## src/rtl/boot_loader_pkg.sv

```systemverilog
// boot_pkg: shared definitions for the boot loader slice.
//   boot_state_t : loader FSM states
//   LEN_BYTES    : number of bytes in the little-endian word-count header
package boot_pkg;

   typedef enum logic [2:0] {
      LEN0  = 3'd0,
      LEN1  = 3'd1,
      DATA  = 3'd2,
      FLUSH = 3'd3,
      DONE  = 3'd4,
      ERR   = 3'd5
   } boot_state_t;

   localparam int LEN_BYTES = 2;

endpackage

```

## src/rtl/boot_loader_word_assembler.sv

```systemverilog
// word_assembler: packs accepted stream bytes into little-endian 32-bit words.
// Ports:
//   clk, rst        : clock, asynchronous active-low reset
//   take            : a DATA byte is transferred this cycle
//   byte_data       : the byte being transferred
//   last_lane       : the next byte taken completes a word (index == 3)
//   word            : completed word, held until the next word completes
//   word_done       : one-cycle pulse in the cycle after a word's 4th byte
module word_assembler
   import boot_pkg::*;
(
   input  logic        clk,
   input  logic        rst,
   input  logic        take,
   input  logic [7:0]  byte_data,
   output logic        last_lane,
   output logic [31:0] word,
   output logic        word_done
);

   logic [1:0]  idx_r;
   logic [23:0] lanes_r;

   assign last_lane = (idx_r == 2'd3);

   // Lanes 0..2 collect in lanes_r; the 4th byte moves the whole word into
   // the output register, so the next word's byte 0 can arrive while the
   // completed word is still being written.
   always_ff @(posedge clk or negedge rst) begin
      if (!rst) begin
         idx_r     <= 2'd0;
         lanes_r   <= 24'd0;
         word      <= 32'd0;
         word_done <= 1'b0;
      end else begin
         word_done <= 1'b0;
         if (take) begin
            idx_r <= idx_r + 2'd1;
            case (idx_r)
               2'd0:    lanes_r[7:0]   <= byte_data;
               2'd1:    lanes_r[15:8]  <= byte_data;
               2'd2:    lanes_r[23:16] <= byte_data;
               2'd3: begin
                  word      <= {byte_data, lanes_r};
                  word_done <= 1'b1;
               end
               default: lanes_r <= lanes_r;
            endcase
         end
      end
   end

endmodule

```

## src/rtl/boot_loader.sv

```systemverilog
// boot_loader: receives a length-prefixed byte stream and writes the
// assembled instruction words into instruction memory from word 0 upward,
// then raises core_run. The system ANDs rst with core_run to form the
// core's reset.
// Ports:
//   clk, rst              : clock, asynchronous active-low reset
//   byte_valid/byte_data  : stream input; byte_ready is the acceptance side
//   imem_we/addr/wdata    : instruction-memory write port
//   core_run              : load complete (level)
//   err                   : load aborted, bad length or timeout (level)
module boot_loader
   import boot_pkg::*;
#(
   parameter int ADDR_W  = 8,
   parameter int TIMEOUT = 1_000_000
) (
   input  logic              clk,
   input  logic              rst,
   input  logic              byte_valid,
   input  logic [7:0]        byte_data,
   output logic              byte_ready,
   output logic              imem_we,
   output logic [ADDR_W-1:0] imem_addr,
   output logic [31:0]       imem_wdata,
   output logic              core_run,
   output logic              err
);

   localparam int TW = $clog2(TIMEOUT + 1);

   boot_state_t   state_r;
   logic [15:0]   len_r;
   logic [ADDR_W:0] cnt_r;
   logic [TW-1:0] idle_r;

   logic        take_s;
   logic        last_lane_s;
   logic [15:0] n_s;
   logic [15:0] len_m1_s;
   logic        last_word_s;
   logic        timeout_s;

   assign take_s      = byte_valid && byte_ready;
   assign n_s         = {byte_data, len_r[7:0]};
   assign len_m1_s    = len_r - 16'd1;
   assign last_word_s = (32'(cnt_r) == 32'(len_m1_s));
   assign timeout_s   = (idle_r == TW'(TIMEOUT - 1));
   assign imem_addr   = cnt_r[ADDR_W-1:0];

   word_assembler u_asm (
      .clk       (clk),
      .rst       (rst),
      .take      (take_s && (state_r == DATA)),
      .byte_data (byte_data),
      .last_lane (last_lane_s),
      .word      (imem_wdata),
      .word_done (imem_we)
   );

   // Loader FSM with its length, word and idle counters; byte_ready,
   // core_run and err are registered alongside the state they describe.
   always_ff @(posedge clk or negedge rst) begin
      if (!rst) begin
         state_r    <= LEN0;
         len_r      <= 16'd0;
         cnt_r      <= '0;
         idle_r     <= '0;
         byte_ready <= 1'b1;
         core_run   <= 1'b0;
         err        <= 1'b0;
      end else begin
         // Address advances only after the strobe that used it; never in
         // FLUSH so the final address does not wrap for a full memory.
         if (imem_we && (state_r == DATA)) begin
            cnt_r <= cnt_r + 1'b1;
         end
         case (state_r)
            LEN0: begin
               if (take_s) begin
                  len_r[7:0] <= byte_data;
                  idle_r     <= '0;
                  state_r    <= LEN1;
               end
            end
            LEN1: begin
               if (take_s) begin
                  len_r[15:8] <= byte_data;
                  idle_r      <= '0;
                  if (n_s == 16'd0) begin
                     state_r    <= DONE;
                     core_run   <= 1'b1;
                     byte_ready <= 1'b0;
                  end else if (32'(n_s) > (32'd1 << ADDR_W)) begin
                     state_r    <= ERR;
                     err        <= 1'b1;
                     byte_ready <= 1'b0;
                  end else begin
                     state_r <= DATA;
                  end
               end else if (timeout_s) begin
                  state_r    <= ERR;
                  err        <= 1'b1;
                  byte_ready <= 1'b0;
               end else begin
                  idle_r <= idle_r + 1'b1;
               end
            end
            DATA: begin
               if (take_s) begin
                  idle_r <= '0;
                  if (last_lane_s && last_word_s) begin
                     state_r    <= FLUSH;
                     byte_ready <= 1'b0;
                  end
               end else if (timeout_s) begin
                  state_r    <= ERR;
                  err        <= 1'b1;
                  byte_ready <= 1'b0;
               end else begin
                  idle_r <= idle_r + 1'b1;
               end
            end
            FLUSH: begin
               state_r  <= DONE;
               core_run <= 1'b1;
            end
            DONE: begin
               state_r <= DONE;
            end
            ERR: begin
               state_r <= ERR;
            end
            default: begin
               state_r    <= ERR;
               err        <= 1'b1;
               core_run   <= 1'b0;
               byte_ready <= 1'b0;
            end
         endcase
      end
   end

endmodule

```

## config.mk

```make
export PLATFORM = sky130hd
export DESIGN_NAME = boot_loader
export DESIGN_NICKNAME = d
export VERILOG_FILES = /design/src/rtl/boot_loader_pkg.sv /design/src/rtl/boot_loader_word_assembler.sv /design/src/rtl/boot_loader.sv
export SDC_FILE = /design/constraint.sdc
export NUM_CORES = 1
export LEC_CHECK = 0
export CAP_MARGIN = 15
export CORE_MARGIN = 4
export CORE_UTILIZATION = 54
export DETAILED_ROUTE_END_ITERATION = 6
export GPL_TIMING_DRIVEN = 0
export PLACE_DENSITY = 0.77
export SLEW_MARGIN = 20
export SYNTH_ARGS = -nofsm -noshare
export SYNTH_HDL_FRONTEND = slang
export SYNTH_SLANG_ARGS = --single-unit
```

## constraint.sdc

```tcl
create_clock -name clk -period 3 [get_ports clk]
set_clock_uncertainty 0.05 [all_clocks]
set_input_delay 0.9 -clock clk [delete_from_list [all_inputs] [get_ports clk]]
set_output_delay 0.9 -clock clk [all_outputs]
set_load 0.005 [all_outputs]
```

==> results.toml, run 1 <==
[critical_path]
crit_start = "byte_valid"
cp_max_fo = 10
reg2regPathDepth = 9
r2r_start = "len_r[0]"
critPathArrivalTime_ns = 2.98
worstPathRequired_ns = 3.20
rr_endpoint = "byte_ready"
end_kind = "register"
critPathLaunchType = "input pin"
cp-endpoint = "u_asm.word[6]"
path_class = "in -> reg"
r2r_slack_ns = 0.41

[worst_hold_path]
hold_path_class = "in -> async"

[clock_tree]
cts_sinks = 110
cts.clk_slew.worst_paths_ns = 0.12
cts_tree = "built"
cts-htree-levels = 3
clockBufferDepth = 2
cts_buffers = 9
cts_root_buf = "clkbuf_8"
clk-insertion-delay-late_ns = 0.37
cts_setup_buffers = 0

[timing]
relSlewSlack = 0.524
final_hold_viol_count = 0
setup_viol = 0
worstMarginPinSlew_ns = 0.707
period_needed_ns = 2.78
slew_viol_final = 0
grt_setup_unrepaired = "no"
final.period_utilization = 0.928
max_freq_mhz = 359

[place]
place_congestion = 0.872
dp_hpwl_um = 7370
port_buffers = 53
dpl-instance-area_um2 = 5950

[finish]
utilization = 0.664
final_design_area_no_fill_um2 = 6190
fin_nets = 531
syn_to_final_growth_pct = 18.4
fillCellCount = 722
layout-drive-gt1-share = 0.224
antennaDiodeCount = 0

[global_routing]
grt_use_met2 = 0.320
grt_max_degree = 79
antenna_found_initial = 0
met1_usage = 0.283
use_met3 = 0.0571
grt.total_usage = 0.204
grt_pass1_vias = 3658
grt_first_pass_wirelength_um = 18400
busiest_layer = "met2"
overflow = 0

[logic_synthesis]
ys_seq_area_frac = 0.526
synth_top_area_frac = 0.521
ys_seq_elements = 110
synth_edf_count = 0
yosysMostFrequentCell = "dfrtp_1"
yosysTopAreaCell = "dfrtp_1"
synthTopCellsByArea = "dfrtp_1 52%, mux2_2 16%, xnor2_1 4.5%, nand2_1 2.2%, ha_1 1.9%"
synthTopCellsByCount = "109 x dfrtp_1, 73 x mux2_2, 31 x nand2_1, 27 x xnor2_1, 23 x nor2_1"
async_flop_share = 1.00
syn-num-nets = 466
synth_cell_types = 58
netlist_instances = 447
synth_warnings = 0
synth_ff_type = "dfrtp_1"
syn_area_um2 = 5230
synth_area_per_cell_um2 = 11.7

[run_status]
outcome = "complete, no violations"

[floorplan]
core_um2 = 9330
initial_core_util = 0.561
die_area_um2 = 11300
die_h_um = 106
rows = 35
io_pins = 55
die_w_um = 106

[route]
first_pass_iters = 5
drt-vias-per-instance = 5.68
vias = 3667
drtIter0Drc = 177
drcViolationCount = 0
ant_nets = 0
finalWirelength_um = 10700
wl_per_cell_um = 16.6

[power]
power_mw = 2.53
pwr_density_cell_nw_per_um2 = 409
peakVddDrop_mv = 0.261
power.leakage_nw = 2.92

[flow_run]
drv_cap = 0
[kinds of logic after synthesis]
kind of cell,after synthesis,synth area share
compound gates,57,0.0698
xor+xnor,36,0.0603
fa+ha+maj,8,0.0191
buf+inv,42,0.0399
flops,110,0.526
mux,73,0.157
simple gates,121,0.127
[through the flow]
step                hold slack [ns]  TNS [ns]  instances  worst slack, ns
floorplan                     0.388         0        447            0.647
global placement              0.409   -345.13        629            -3.07
detailed placement            0.413    -12.73        630           -0.372
CTS                           0.343         0        646           0.0127
global route                  0.334         0        646            0.113
finish                        0.341         0        646            0.217
[placed cells by master (no fill, tap or decap), types with 3 or more instances in the layout]
cell / netlist / routed
a211oi_1: 3 / 3
a21oi_1: 9 / 9
a31oi_1: 5 / 5
and3_1: 6 / 6
buf_2: 4 / 4
buf_4: 8 / 8
buf_6: 2 / 3
clkbuf_1: 12 / 12
clkbuf_8: 0 / 9
clkdlybuf4s50_1: 0 / 52
clkinv_8: 0 / 4
dfrtp_1: 109 / 109
ha_1: 8 / 8
inv_1: 13 / 13
mux2_2: 73 / 73
nand2_1: 31 / 31
nand3_1: 9 / 9
nand4_1: 6 / 6
nor2_1: 23 / 22
nor3_1: 10 / 10
nor4_1: 9 / 9
o21ai_0: 18 / 18
o31ai_1: 4 / 4
or3_1: 3 / 3
xnor2_1: 27 / 27
xor2_1: 9 / 9
[cell type report]
class                   instances  area (um2)  area share
plain buffers                  29         160      0.0259
clock buffers                   9         124      0.0200
clock inverters                 7         115      0.0186
inverters                      13        48.8     0.00788
multi-input cells             295        2270       0.367
flip-flops and latches        110        2750       0.445
well taps                     129         161      0.0261
repair buffers                 54         559      0.0903
[per-layer routing]
metal | vias to the layer above | share of wire
met5 | - | 0
met4 | 0 | 0.0088
met3 | 8 | 0.061
met2 | 117 | 0.48
met1 | 1827 | 0.45
li1 | 1715 | -
[power breakdown]
part	switching [mW]	leakage [nW]	internal [mW]
Clock	0.566	0.117	0.423
Sequential	0	1.48	1.48
Combinational	0.0460	1.33	0.0159
[registers in the layout, indices dropped and copies added (netlist names)]
name,count
err,1
state_r,3
cnt_r,9
byte_ready,1
len_r,16
core_run,1
u_asm.lanes_r,24
u_asm.idx_r,2
idle_r,20
u_asm.word_done,1
u_asm.word,32
[what timing repair did]
action / CTS / global route
resized for setup: 0 / 1
endpoints found under the setup margin: 0 / 29
hold buffers: 0 / 0
[critical path, stage by stage]
cell             delay (ns)
clkdlybuf4s50_1        0.49
nand2_1                0.22
nor2_2                 0.42
nand2_1                0.27
buf_1                  0.33
mux2_2                 0.35
[worst min-delay path by stage]
stage / from / to / slack [ns]
floorplan: idle_r[18] / idle_r[18] / 0.39
global placement: idle_r[18] / idle_r[18] / 0.41
detailed placement: idle_r[18] / idle_r[18] / 0.41
CTS: rst / u_asm.word[8] / 0.34
global route: rst / idle_r[16] / 0.33
finish: rst / idle_r[16] / 0.34
Note: power is estimated with default switching activity, not from simulation.
==> inputs of run 2 (changes only) <==
--- a/config.mk
+++ b/config.mk
@@ -9,8 +9,9 @@
 export CORE_MARGIN = 4
 export CORE_UTILIZATION = 54
 export DETAILED_ROUTE_END_ITERATION = 6
+export DONT_BUFFER_PORTS = 1
 export GPL_TIMING_DRIVEN = 0
-export PLACE_DENSITY = 0.77
+export PLACE_DENSITY = 0.67
 export SLEW_MARGIN = 20
 export SYNTH_ARGS = -nofsm -noshare
 export SYNTH_HDL_FRONTEND = slang
==> run 2 against run 1 <==
Worst hold slack got worse by 0.19 ns. Sequential share of layout area increased by 4.8 points. Die area unchanged. Clock-buffer cell count unchanged. Via count decreased by 8.2%.
==> results.toml, run 2 (synthesis gave the netlist of run 1 again) <==
[critical_path]
r2r_start = "byte_ready"
worstPathRequired_ns = 3.22
rr_endpoint = "u_asm.word[30]"
path_class = "reg -> reg"
critPathArrivalTime_ns = 2.77
cp_max_fo = 10
crit_start = "byte_ready"
end_kind = "register"
critPathLaunchType = "register"
reg2regPathDepth = 5
r2r_slack_ns = 0.45

[global_routing]
overflow = 0
grt_max_degree = 111
antenna_found_initial = 0
grt.total_usage = 0.191
grt_first_pass_wirelength_um = 17200
grt_pass1_vias = 3324

[timing]
relSlewSlack = 0.475
final.period_utilization = 0.850
worstMarginPinSlew_ns = 0.780
slew_viol_final = 0
setup_viol = 0
final_hold_viol_count = 0
fin_hold_ws_ns = 0.152
period_needed_ns = 2.55
grt_setup_unrepaired = "no"
max_freq_mhz = 392
final.setup.tns_ns = 0

[worst_hold_path]
hold_path_class = "in -> async"

[finish]
fin_nets = 477
antennaDiodeCount = 0
top_regs = "u_asm.word x32, u_asm.lanes_r x24, idle_r x20"
largest_reg_flops = 32
final_cell_mix = "109 x dfrtp_1, 73 x mux2_2, 31 x nand2_1, 27 x xnor2_1, 23 x nor2_1"
layout.cells.most_common = "dfrtp_1"
instances_no_fill = 592
top_register = "u_asm.word"
syn_to_final_growth_pct = 6.96
layout-drive-gt1-share = 0.244

[power]
comb_power_share = 0.002
power_mw = 2.40
swShare = 0.241
peakVddDrop_mv = 0.281
power.leakage_nw = 2.71
p_switching_mw = 0.578
pwr_density_cell_nw_per_um2 = 429
p_int_mw = 1.82
power_frac_clock = 0.381
p_seq_frac = 0.617

[clock_tree]
cts_tree = "built"
cts-htree-levels = 3
cts.clk_slew.worst_paths_ns = 0.12
cts_setup_buffers = 0
hold_buffers = 0
cts_buffers = 9
cts-resized-gates = 0
clockBufferDepth = 2
cts_root_buf = "clkbuf_8"
cts_sinks = 110
clk-insertion-delay-late_ns = 0.37

[floorplan]
initial_core_util = 0.561
die_w_um = 106
io_pins = 55
core_um2 = 9330
rows = 35
die_area_um2 = 11300
die_h_um = 106

[route]
vias = 3367
finalWirelength_um = 10200
drcViolationCount = 0
first_pass_iters = 4
drt-vias-per-instance = 5.69
ant_nets = 0
wl_per_cell_um = 17.2
drtIter0Drc = 113

[place]
dp_cells = 576
port_buffers = 0
dp_hpwl_um = 7020
place_congestion = 0.857

[flow_run]
drv_cap = 0

[run_status]
outcome = "complete, no violations"
==> run 2: cell type report <==
type,count,area (um2)
fill,782,3730
inverter,13,48.8
clock inverter,7,78.8
sequential,110,2750
buffer,29,160
tap,129,161
clock buffer,9,124
multi-input combinational,295,2270
==> run 2: worst max-delay path, cell delays in order, from the launching register on <==
cell and delay (ns):
dfstp_2 0.59, nand2_1 0.20, nor2_1 0.57, nand2_1 0.33
clkbuf_1 0.35, mux2_2 0.36
==> run 2: metal layers <==
layer  vias to the layer above  part of all wire  GRT usage
li1                       1606                 -          -
met3                        11             0.062     0.0455
met1                      1664              0.47      0.272
met4                         0             0.014     0.0575
met2                        86              0.45      0.294
met5                         -                 0          0
==> run 2: how the worst max path moves through the flow <==
stage                     slack, ns             end  depth (start not counted)
after detailed placement       0.12  u_asm.word[16]                          5
final                          0.45  u_asm.word[30]                          5
after floorplan                0.65  u_asm.word[10]                          5
after CTS                      0.44      byte_ready                          9
after global routing           0.24  u_asm.word[24]                          5
after global placement         0.16  u_asm.word[11]                          5
==> run 2: power groups by stage <==
| stage | clock network (mW) | logic, mW | registers, mW |
|---|---|---|---|
| 6_report | 0.915 | 0.00452 | 1.48 |
| 5_1_grt | 0.999 | 0.00524 | 1.48 |
| 4_1_cts | 0.940 | 0.00463 | 1.48 |
| 3_5_place_dp | 0 | 0.00461 | 1.51 |
| 3_3_place_gp | 0 | 0.00456 | 1.51 |
| 2_1_floorplan | 0 | 0.00342 | 1.51 |
==> run 2: through the flow <==
step / setup WS (ns) / util / area, um2
2_1_floorplan: 0.647 / - / 5230
3_3_place_gp: 0.159 / 0.578 / 5390
3_5_place_dp: 0.124 / 0.578 / 5390
4_1_cts: 0.438 / 0.600 / 5600
5_1_grt: 0.236 / 0.600 / 5600
6_report: 0.450 / 0.600 / 5600
